--- config.mk ---
export PLATFORM = sky130hd
export DESIGN_NAME = port_ring_tap_arb
export DESIGN_NICKNAME = d
export VERILOG_FILES = /design/src/rtl/port_ring_tap_arb_pkg.sv /design/src/rtl/port_ring_tap_arb_fair_arb.sv /design/src/rtl/port_ring_tap_arb.sv
export SDC_FILE = /design/constraint.sdc
export NUM_CORES = 1
export LEC_CHECK = 0
export CAP_MARGIN = 10
export CORE_AREA = 2 2 110 112
export CTS_BUF_LIST = sky130_fd_sc_hd__clkbuf_16
export DETAILED_ROUTE_END_ITERATION = 8
export DIE_AREA = 0 0 112 114
export GPL_TIMING_DRIVEN = 0
export PLACE_DENSITY = 0.72
export SLEW_MARGIN = 20
export SYNTH_ARGS = -nofsm -noshare
export SYNTH_HDL_FRONTEND = slang
export SYNTH_SLANG_ARGS = --single-unit
--- constraint.sdc ---
create_clock -name clk -period 2.6 [get_ports clk]
set_input_delay 0.52 -clock clk [delete_from_list [all_inputs] [get_ports clk]]
set_output_delay 0.52 -clock clk [all_outputs]
set_load 0.02 [all_outputs]
--- src/rtl/port_ring_tap_arb_pkg.sv ---
// Shared definitions for the ring tap: packet control codes, ring word
// field positions and the one-hot state encoding.
package port_ring_tap_arb_pkg;

  localparam logic [1:0] PCC_DATA   = 2'd0;
  localparam logic [1:0] PCC_EOP    = 2'd2;
  localparam logic [1:0] PCC_BADEOP = 2'd3;

  // Ring word is {pvec, pcc[1:0], data[PDP_SZ-1:0]}
  localparam int DATA_LO = 0;
  function automatic int pcc_lo(input int pdp_sz);
    return pdp_sz;
  endfunction
  function automatic int pvec_bit(input int pdp_sz);
    return pdp_sz + 2;
  endfunction

  function automatic logic is_eop(input logic [1:0] pcc);
    return (pcc == PCC_EOP) || (pcc == PCC_BADEOP);
  endfunction

  typedef enum logic [5:0] {
    ST_IDLE  = 6'b000001,
    ST_RFWD  = 6'b000010,
    ST_RCOPY = 6'b000100,
    ST_RSINK = 6'b001000,
    ST_TDATA = 6'b010000,
    ST_TDROP = 6'b100000
  } state_e;

endpackage

--- src/rtl/port_ring_tap_arb_fair_arb.sv ---
// Local-vs-ring selection in IDLE. fair_cnt counts ring packets that
// overtook a waiting local packet; once it reaches FAIR_LIM local wins.
module ring_tap_fair_arb #(
  parameter int FAIR_LIM = 0
) (
  input  logic clk,
  input  logic reset,
  input  logic in_idle,
  input  logic lfli_srdy,
  input  logic lri_srdy,
  input  logic ring_take,
  input  logic local_take,
  output logic sel_ring,
  output logic sel_local
);

  localparam int CW = (FAIR_LIM > 0) ? $clog2(FAIR_LIM + 1) : 1;
  localparam logic [CW-1:0] LIM = CW'(FAIR_LIM);

  logic [CW-1:0] fair_cnt;
  logic          ring_first;

  // Ring goes first when alone, or while it is still under its allowance
  always_comb begin
    ring_first = lri_srdy & (~lfli_srdy | (fair_cnt < LIM));
    sel_ring   = in_idle & ring_first;
    sel_local  = in_idle & lfli_srdy & ~ring_first;
  end

  // Allowance counter: cleared by any local start, saturating at FAIR_LIM
  always_ff @(posedge clk) begin
    if (reset)
      fair_cnt <= '0;
    else if (local_take)
      fair_cnt <= '0;
    else if (ring_take && lfli_srdy && fair_cnt < LIM)
      fair_cnt <= fair_cnt + 1'b1;
  end

endmodule

--- src/rtl/port_ring_tap_arb.sv ---
// Ring tap: forwards, copies or sinks ring packets addressed by a header
// destination vector, and injects local packets onto the ring.
// Optional PORT_RING_TAP_STATS_EN adds per-outcome 16-bit packet counters.
module port_ring_tap_arb
  import port_ring_tap_arb_pkg::*;
#(
  parameter int NUM_PORTS = 4,
  parameter int PORTNUM   = 0,
  parameter int PDP_SZ    = 64,
  parameter int FAIR_LIM  = 0
) (
  input  logic                 clk,
  input  logic                 reset,
  input  logic                 lfli_srdy,
  output logic                 lfli_drdy,
  input  logic [NUM_PORTS-1:0] lfli_data,
  input  logic                 lprx_srdy,
  output logic                 lprx_drdy,
  input  logic [PDP_SZ+1:0]    lprx_data,
  output logic                 lptx_srdy,
  input  logic                 lptx_drdy,
  output logic [PDP_SZ+1:0]    lptx_data,
  input  logic                 lri_srdy,
  output logic                 lri_drdy,
  input  logic [PDP_SZ+2:0]    lri_data,
  output logic                 lro_srdy,
  input  logic                 lro_drdy,
  output logic [PDP_SZ+2:0]    lro_data
`ifdef PORT_RING_TAP_STATS_EN
  ,
  output logic [15:0]          stat_fwd,
  output logic [15:0]          stat_sink,
  output logic [15:0]          stat_copy,
  output logic [15:0]          stat_tx,
  output logic [15:0]          stat_drop
`endif
);

  localparam int RW = PDP_SZ + 3;
  localparam int PV = pvec_bit(PDP_SZ);
  localparam int PL = pcc_lo(PDP_SZ);
  localparam logic [NUM_PORTS-1:0] OWN_MASK = NUM_PORTS'(1) << PORTNUM;

  state_e state, nxt;
  logic   blank, en;
  logic   sel_ring, sel_local;
  logic   ri_xfer, lf_xfer, lp_xfer;
  logic   ri_pvec, ri_own;
  logic [1:0] ri_pcc, lp_pcc;
  logic [NUM_PORTS-1:0] ri_rem, lf_vec;
  logic [RW-1:0] hdr_clr, loc_hdr;

  // Field decode and the two rewritten headers
  always_comb begin
    ri_pvec = lri_data[PV];
    ri_pcc  = lri_data[PL +: 2];
    lp_pcc  = lprx_data[PL +: 2];
    ri_own  = |(lri_data[NUM_PORTS-1:0] & OWN_MASK);
    ri_rem  = lri_data[NUM_PORTS-1:0] & ~OWN_MASK;
    lf_vec  = lfli_data & ~OWN_MASK;
    hdr_clr = lri_data;
    hdr_clr[NUM_PORTS-1:0] = ri_rem;
    loc_hdr = '0;
    loc_hdr[PV] = 1'b1;
    loc_hdr[NUM_PORTS-1:0] = lf_vec;
  end

  // Handshakes are blanked during reset and the cycle after it
  assign en      = ~reset & ~blank;
  assign ri_xfer = lri_srdy & lri_drdy;
  assign lf_xfer = lfli_srdy & lfli_drdy;
  assign lp_xfer = lprx_srdy & lprx_drdy;

  ring_tap_fair_arb #(.FAIR_LIM(FAIR_LIM)) u_arb (
    .clk        (clk),
    .reset      (reset),
    .in_idle    (en && state == ST_IDLE),
    .lfli_srdy  (lfli_srdy),
    .lri_srdy   (lri_srdy),
    .ring_take  (state == ST_IDLE && ri_xfer),
    .local_take (state == ST_IDLE && lf_xfer),
    .sel_ring   (sel_ring),
    .sel_local  (sel_local)
  );

  // State register plus post-reset blanking flag
  always_ff @(posedge clk) begin
    if (reset) state <= ST_IDLE;
    else       state <= nxt;
    blank <= reset;
  end

  // Next state: packet starts only from IDLE, ends on an EOP/BADEOP transfer
  always_comb begin
    nxt = state;
    case (state)
      ST_IDLE: begin
        if (ri_xfer) begin
          if (!ri_pvec || !ri_own) nxt = ST_RFWD;
          else if (|ri_rem)        nxt = ST_RCOPY;
          else                     nxt = ST_RSINK;
        end else if (lf_xfer) begin
          nxt = (|lf_vec) ? ST_TDATA : ST_TDROP;
        end
      end
      ST_RFWD, ST_RCOPY, ST_RSINK: if (ri_xfer && is_eop(ri_pcc)) nxt = ST_IDLE;
      ST_TDATA, ST_TDROP:          if (lp_xfer && is_eop(lp_pcc)) nxt = ST_IDLE;
      default: nxt = ST_IDLE;
    endcase
  end

  // Handshake steering and ring-out data selection
  always_comb begin
    lfli_drdy = 1'b0;
    lprx_drdy = 1'b0;
    lri_drdy  = 1'b0;
    lro_srdy  = 1'b0;
    lptx_srdy = 1'b0;
    lro_data  = lri_data;
    if (en) begin
      case (state)
        ST_IDLE: begin
          if (sel_ring) begin
            if (!ri_pvec || !ri_own) begin
              lro_srdy = 1'b1;
              lri_drdy = lro_drdy;
            end else if (|ri_rem) begin
              lro_srdy = 1'b1;
              lro_data = hdr_clr;
              lri_drdy = lro_drdy;
            end else begin
              lri_drdy = 1'b1;
            end
          end else if (sel_local) begin
            if (|lf_vec) begin
              lro_srdy  = 1'b1;
              lro_data  = loc_hdr;
              lfli_drdy = lro_drdy;
            end else begin
              lfli_drdy = 1'b1;
            end
          end
        end
        ST_RFWD: begin
          lro_srdy = lri_srdy;
          lri_drdy = lro_drdy;
        end
        // Both consumers must be ready so the copy stays word-aligned
        ST_RCOPY: begin
          lro_srdy  = lri_srdy & lptx_drdy;
          lptx_srdy = lri_srdy & lro_drdy;
          lri_drdy  = lro_drdy & lptx_drdy;
        end
        ST_RSINK: begin
          lptx_srdy = lri_srdy;
          lri_drdy  = lptx_drdy;
        end
        ST_TDATA: begin
          lro_srdy  = lprx_srdy;
          lro_data  = {1'b0, lprx_data};
          lprx_drdy = lro_drdy;
        end
        ST_TDROP: lprx_drdy = 1'b1;
        default: ;
      endcase
    end
  end

  assign lptx_data = lri_data[PDP_SZ+1:0];

`ifdef PORT_RING_TAP_STATS_EN
  logic ring_end, tx_end;
  assign ring_end = ri_xfer & is_eop(ri_pcc);
  assign tx_end   = lp_xfer & is_eop(lp_pcc);

  // One count per completed packet, by outcome
  always_ff @(posedge clk) begin
    if (reset) begin
      stat_fwd  <= '0;
      stat_sink <= '0;
      stat_copy <= '0;
      stat_tx   <= '0;
      stat_drop <= '0;
    end else begin
      if (state == ST_RFWD  && ring_end) stat_fwd  <= stat_fwd  + 16'd1;
      if (state == ST_RSINK && ring_end) stat_sink <= stat_sink + 16'd1;
      if (state == ST_RCOPY && ring_end) stat_copy <= stat_copy + 16'd1;
      if (state == ST_TDATA && tx_end)   stat_tx   <= stat_tx   + 16'd1;
      if (state == ST_TDROP && tx_end)   stat_drop <= stat_drop + 16'd1;
    end
  end
`endif

endmodule

Word level (Yosys, flattened, before mapping)
Index checks and enable logic that the tools add are counted.

Bits in registers: 8. Bits of input ports: 144. Output and inout bits: 138. Word-level logic and storage cells: 88.

$add $sub $neg: 1. Order comparisons: 1. Equality and inequality tests: 13. Muxes and demuxes: 36. Bitwise logic cells: 16. Reduce and logical (&&, ||, !) cells: 18.

Operators with widths (count): $mux 67 (4); $pmux 67 s2 (1); $mux 6 (5); $mux 1 (19); $pmux 6 s3 (1); $and 1x1->1 (11); $reduce_or 3->1 (3); $eq 2x2->1 const B (4); $mux 4 (2); $pmux 1 s4 (2); $logic_and 1x1->1 (7); $eq 6x1->1 const B (1); $eq 6x2->1 const B (1); $eq 6x3->1 const B (1); $eq 6x4->1 const B (1); $eq 6x5->1 const B (1); $eq 6x6->1 const B (1); $ne 2x2->1 const B (2); $not 1->1 (4); $pmux 1 s2 (2); $reduce_or 2->1 (2); $logic_or 1x1->1 (3); $ne 3x3->1 const B (1); $reduce_and 3->1 (1); 4 further kinds (5).

Longest topological paths before layout
Word-level depth: 13. Gate-level depth with buffers: 8. Mapped depth without buffers: 6.

Hierarchy
From an unflattened synthesis, not the netlist that was laid out.

Cells, all modules: 247. Area total of the unflattened synthesis: 1860.5 µm².

Modules (own cells, without submodules): port_ring_tap_arb (times used 1, cells each 245, area each 1844.3 µm², seq. area each 140.1 µm²); ring_tap_fair_arb (times used 1, cells each 2, area each 16.3 µm², seq. area each 0.0 µm²).

Worst setup path before layout
Ideal clock, no wire load.

Path type: input to output. Start: input port lfli_data[3]. End: output port lro_data[10]. Data arrival time: 1.759 ns. Data required time: 2.080 ns. Path slack: 0.321 ns. Stages: 6. Buffers on the path: 1. Path through: or3_1 -> nand2_1 -> nor2_2 -> o21ai_4 -> buf_6 -> a22o_1.

Word-level cells in the longest chain between the ends: 6.

RTL lines: from (decl) (RTL line port_ring_tap_arb.sv:16) `input logic [NUM_PORTS-1:0] lfli_data,`; $reduce_or 3->1 (RTL line port_ring_tap_arb.sv:135) `if (|lf_vec) begin`; $mux 67 (RTL line port_ring_tap_arb.sv:135); $mux 67 (RTL line port_ring_tap_arb.sv:134) `end else if (sel_local) begin`; $mux 67 (RTL line port_ring_tap_arb.sv:123) `if (sel_ring) begin`; $pmux 67 s2 (RTL line port_ring_tap_arb.sv:121) `case (state)`; $mux 67 (RTL line port_ring_tap_arb.sv:120) `if (en) begin`; to (decl) (RTL line port_ring_tap_arb.sv:28) `output logic [PDP_SZ+2:0] lro_data`.

No other way between the ends.

Worst setup path in the final report
Start: register state[4]. End: output port lro_data[42].

Word-level cells in the longest chain between the ends: 8. Elaborated cells on any way between the ends: 10. Those cells by class: 2 x eq/ne; 4 x mux; 3 x bitwise; 1 x reduce/logical.

RTL lines: from (decl) (RTL line port_ring_tap_arb.sv:44) `state_e state, nxt;`; from (signal assigned) (RTL line port_ring_tap_arb.sv:89) `else state <= nxt;`; $eq 6x1->1 (RTL line port_ring_tap_arb.sv:77, port_ring_tap_arb.sv:121); $logic_and 1x1->1 (RTL line port_ring_tap_arb.sv:77) `.in_idle (en && state == ST_IDLE),`; $and 1x1->1 (2 in series) (RTL line port_ring_tap_arb_fair_arb.sv:27) `sel_local = in_idle & lfli_srdy & ~ring_first;`; $mux 67 (RTL line port_ring_tap_arb.sv:134); $mux 67 (RTL line port_ring_tap_arb.sv:123); $pmux 67 s2 (*) (RTL line port_ring_tap_arb.sv:121); $mux 67 (*) (RTL line port_ring_tap_arb.sv:120).

Mark *: on every way between the ends. The rest lies on a longest branch, timed or not.

==> qor.txt <==
Status = complete, no violations
Layout fillers = 1154
I/O pins = 282
Reg2reg setup slack = 0.81 ns
Row count = 40
Gr ovfl total = 0
Max stage delay on crit path = 0.34 ns
Top cell family by delay on the critical path = simple AND/OR/NAND/NOR gates
CTS tree = done
H-tree levels = 1
Placement-stage cell area = 4960 um2
Initial antenna violation count = 0
1st-iter DRT viols = 136
Final clock skew = 0.00122 ns
Core footprint = 11700 um2
Most frequent CP cell = buf_6
Worst slew pin tran = 0.349 ns
Critical Path AT = 2.05 ns
Slew Limit Fails = 0
# port buffers = 280
Seq. cell area = 146 um2
Top post-synthesis cells by area = a22o_1, buf_4, dfxtp_1
Die X-Extent = 112 um
Placer congestion estimate = 0.870
Initial Util = 0.168
Asr flop ratio synth = 0
Drt wl/cell = 16.0 um
Clk sinks = 7
YS warnings = 0
RSZ-0062 raised after global routing = yes
Diode count = 0
Worst path slowest cell = dfxtp_2
Pin count of the biggest net entering global routing = 11
Global-route usage over all layers = 0.159
Top_reg_cell synth = dfxtp_1
DIE AREA = 12800 um2
Post-synthesis sequential area ratio = 0.0711
Max_cap viols = 0
Vias per Instance = 4.50
TritonRoute pass-1 iters = 4
CTS clk-pin slew, worst paths = 0.04 ns
Post-synth top area cell = a22o_1
TritonCTS buffer count = 3
Post-route design area = 5120 um2
Area growth from synthesis to layout = 160%
#FFs+latches synth = 7
Worst setup SP type = register
Die H = 114 um
Syn Nets = 400
Peak supply drop = 260 uV
Unique masters post-synth = 47
CTS Buffer Depth = 2
CP Cell Sequence = nor2_1 > nand3_2 > nor2_4 > o21ai_4 > buf_12 > buf_6 > buf_6 > buf_8 > a22o_1 > buf_6
Final nets = 705
Crit Path Max Fanout = 5
Static leakage = 2.45 nW
Root buf cell = clkbuf_16
Tcrit/Tclk final = 0.988
Finish-stage setup viols = 0
Layout Utilization = 0.437
Min-Delay Path Class = register to register
Syn Area/Cell = 7.70 um2
WL final = 11300 um
Crit end category = primary output
CP bufs+invs = 5
Top cell type's share of synthesized area = 0.284
Critical path class = register to primary output
DP HPWL = 9090 um
Mapped cell area = 1970 um2
PD cells = 271 nW/um2
Achievable Freq = 389 MHz
Post-route antenna net violation count = 0
Worst-Skew Late Latency = 0.23 ns
Tmin final = 2.57 ns
Number of synthesized flops with an enable pin = 0
# DRC = 0
Synth Instances = 256
DR vias = 3184
Share of layout cells above drive strength 1 = 0.355
Worst Path Required = 2.08 ns
Slew HR = 0.765
Area of the multi-input gates = 1230 um2
First-pass GRT wire length = 16500 um
Final hold viol count = 0
Vias in the first global route = 3113
[final cells by class]
cell class	count	area share
timing repair buffer	301	0.549
multi-input combinational	160	0.240
buffer	84	0.129
tap	147	0.0359
sequential	7	0.0286
clock buffer	3	0.0147
inverter	4	0.00293
clock inverter	1	0.000733
[stage by stage]
step / power [W] / worst slack [ns] / hold slack (ns) / TNS, ns / instances
after global routing: 0.00145 / -0.0144 / 0.563 / -0.0197 / 707
after detailed placement: 0.00113 / -1.00 / 0.551 / -64.37 / 683
after CTS: 0.00138 / -0.0770 / 0.519 / -0.142 / 707
final: 0.00139 / 0.0315 / 0.521 / 0 / 707
after global placement: 0.00112 / -0.978 / 0.545 / -62.17 / 683
after floorplan: 0.000580 / 0.321 / 0.485 / 0 / 256
[state kept, by name (all words and copies together), names as in the netlist]
signal / count
blank: 1
state: 6
[synthesized netlist by cell type (2+ instances only)]
library cell and n:
and3_1 2, a21oi_1 5, o21ai_1 2, nor2b_1 2, dfxtp_1 7, nor4_1 2
inv_1 4, buf_2 2, nand3_1 3, buf_6 8, nor2_1 12, o22ai_2 2
nor2_2 2, xor2_1 2, buf_4 73, a22o_1 64, o21ai_0 16, a22oi_1 3
nand2_1 12, and2b_1 2, or3_1 2, nor3_1 4
[worst reg2reg max path, delay by kind of cell, from the launching register on]
family          cells  cell delay (ns)
compound gates      5             0.83
buf+inv             1             0.25
simple gates        1             0.21
flops               1             0.39
[layout by cell type (no fill, tap or decap), types with 2 or more instances in the layout]
master	count
clkdlybuf4s50_1	199
buf_4	92
a22o_1	64
buf_2	47
buf_6	22
o21ai_0	15
nor2_1	11
nand2_1	9
dlygate4sd2_1	6
a21oi_1	5
inv_1	5
dlymetal6s2s_1	5
buf_8	4
dfxtp_1	4
clkbuf_2	3
a22oi_1	3
o21ai_1	3
clkbuf_16	3
nor2_4	2
and2b_1	2
nand2_2	2
nor3_2	2
and3_1	2
nand3_1	2
nor2b_1	2
xor2_1	2
nor3_1	2
o22ai_2	2
clkdlybuf4s15_1	2
dfxtp_2	2
[routing by layer]
layer / share of wire / global-route usage / vias to the layer above
li1: - / - / 1515
met4: 0.013 / 0.0317 / 0
met1: 0.37 / 0.180 / 1484
met3: 0.079 / 0.0313 / 17
met5: 0 / 0 / -
met2: 0.54 / 0.308 / 168
[path summary, 6_finish.rpt]
path                    startpoint               endpoint  cells past startpoint
max          state[4]$_SDFFE_PP0P_           lro_data[42]                     10
max reg2reg  state[1]$_SDFFE_PP0P_  state[1]$_SDFFE_PP0P_                      7
min          state[4]$_SDFFE_PP0P_  state[4]$_SDFFE_PP0P_                      1
min reg2reg  state[4]$_SDFFE_PP0P_  state[4]$_SDFFE_PP0P_                      1
[power breakdown]
part | switching (W) | internal [W] | leakage [nW] | total (W)
registers | 0.00000929 | 0.000113 | 0.0580 | 0.000123
clock network | 0.0000577 | 0.000200 | 0.0423 | 0.000258
logic | 0.000446 | 0.000563 | 2.35 | 0.00101
total | 0.000513 | 0.000877 | 2.45 | 0.00139
[what timing repair did]
| action | CTS | global route |
|---|---|---|
| cloned | 3 | 0 |
| resized for setup | 330 | 21 |
| hold buffers | 0 | 0 |
| pin swaps | 16 | 5 |
| setup buffers | 19 | 0 |
| setup endpoints to repair | 72 | 69 |
[kinds of logic (layout without fill, tap and decap cells)]
kind of cell | count (synthesis) | count (layout) | synth area share
AO/OA/AOI/OAI | 108 | 108 | 0.443
XOR/XNOR | 2 | 2 | 0.00889
buffers and inverters | 89 | 393 | 0.340
flip-flops | 7 | 7 | 0.0711
multiplexers | 1 | 1 | 0.00508
AND/OR/NAND/NOR | 49 | 49 | 0.132
(Power assumes the default switching activity.)
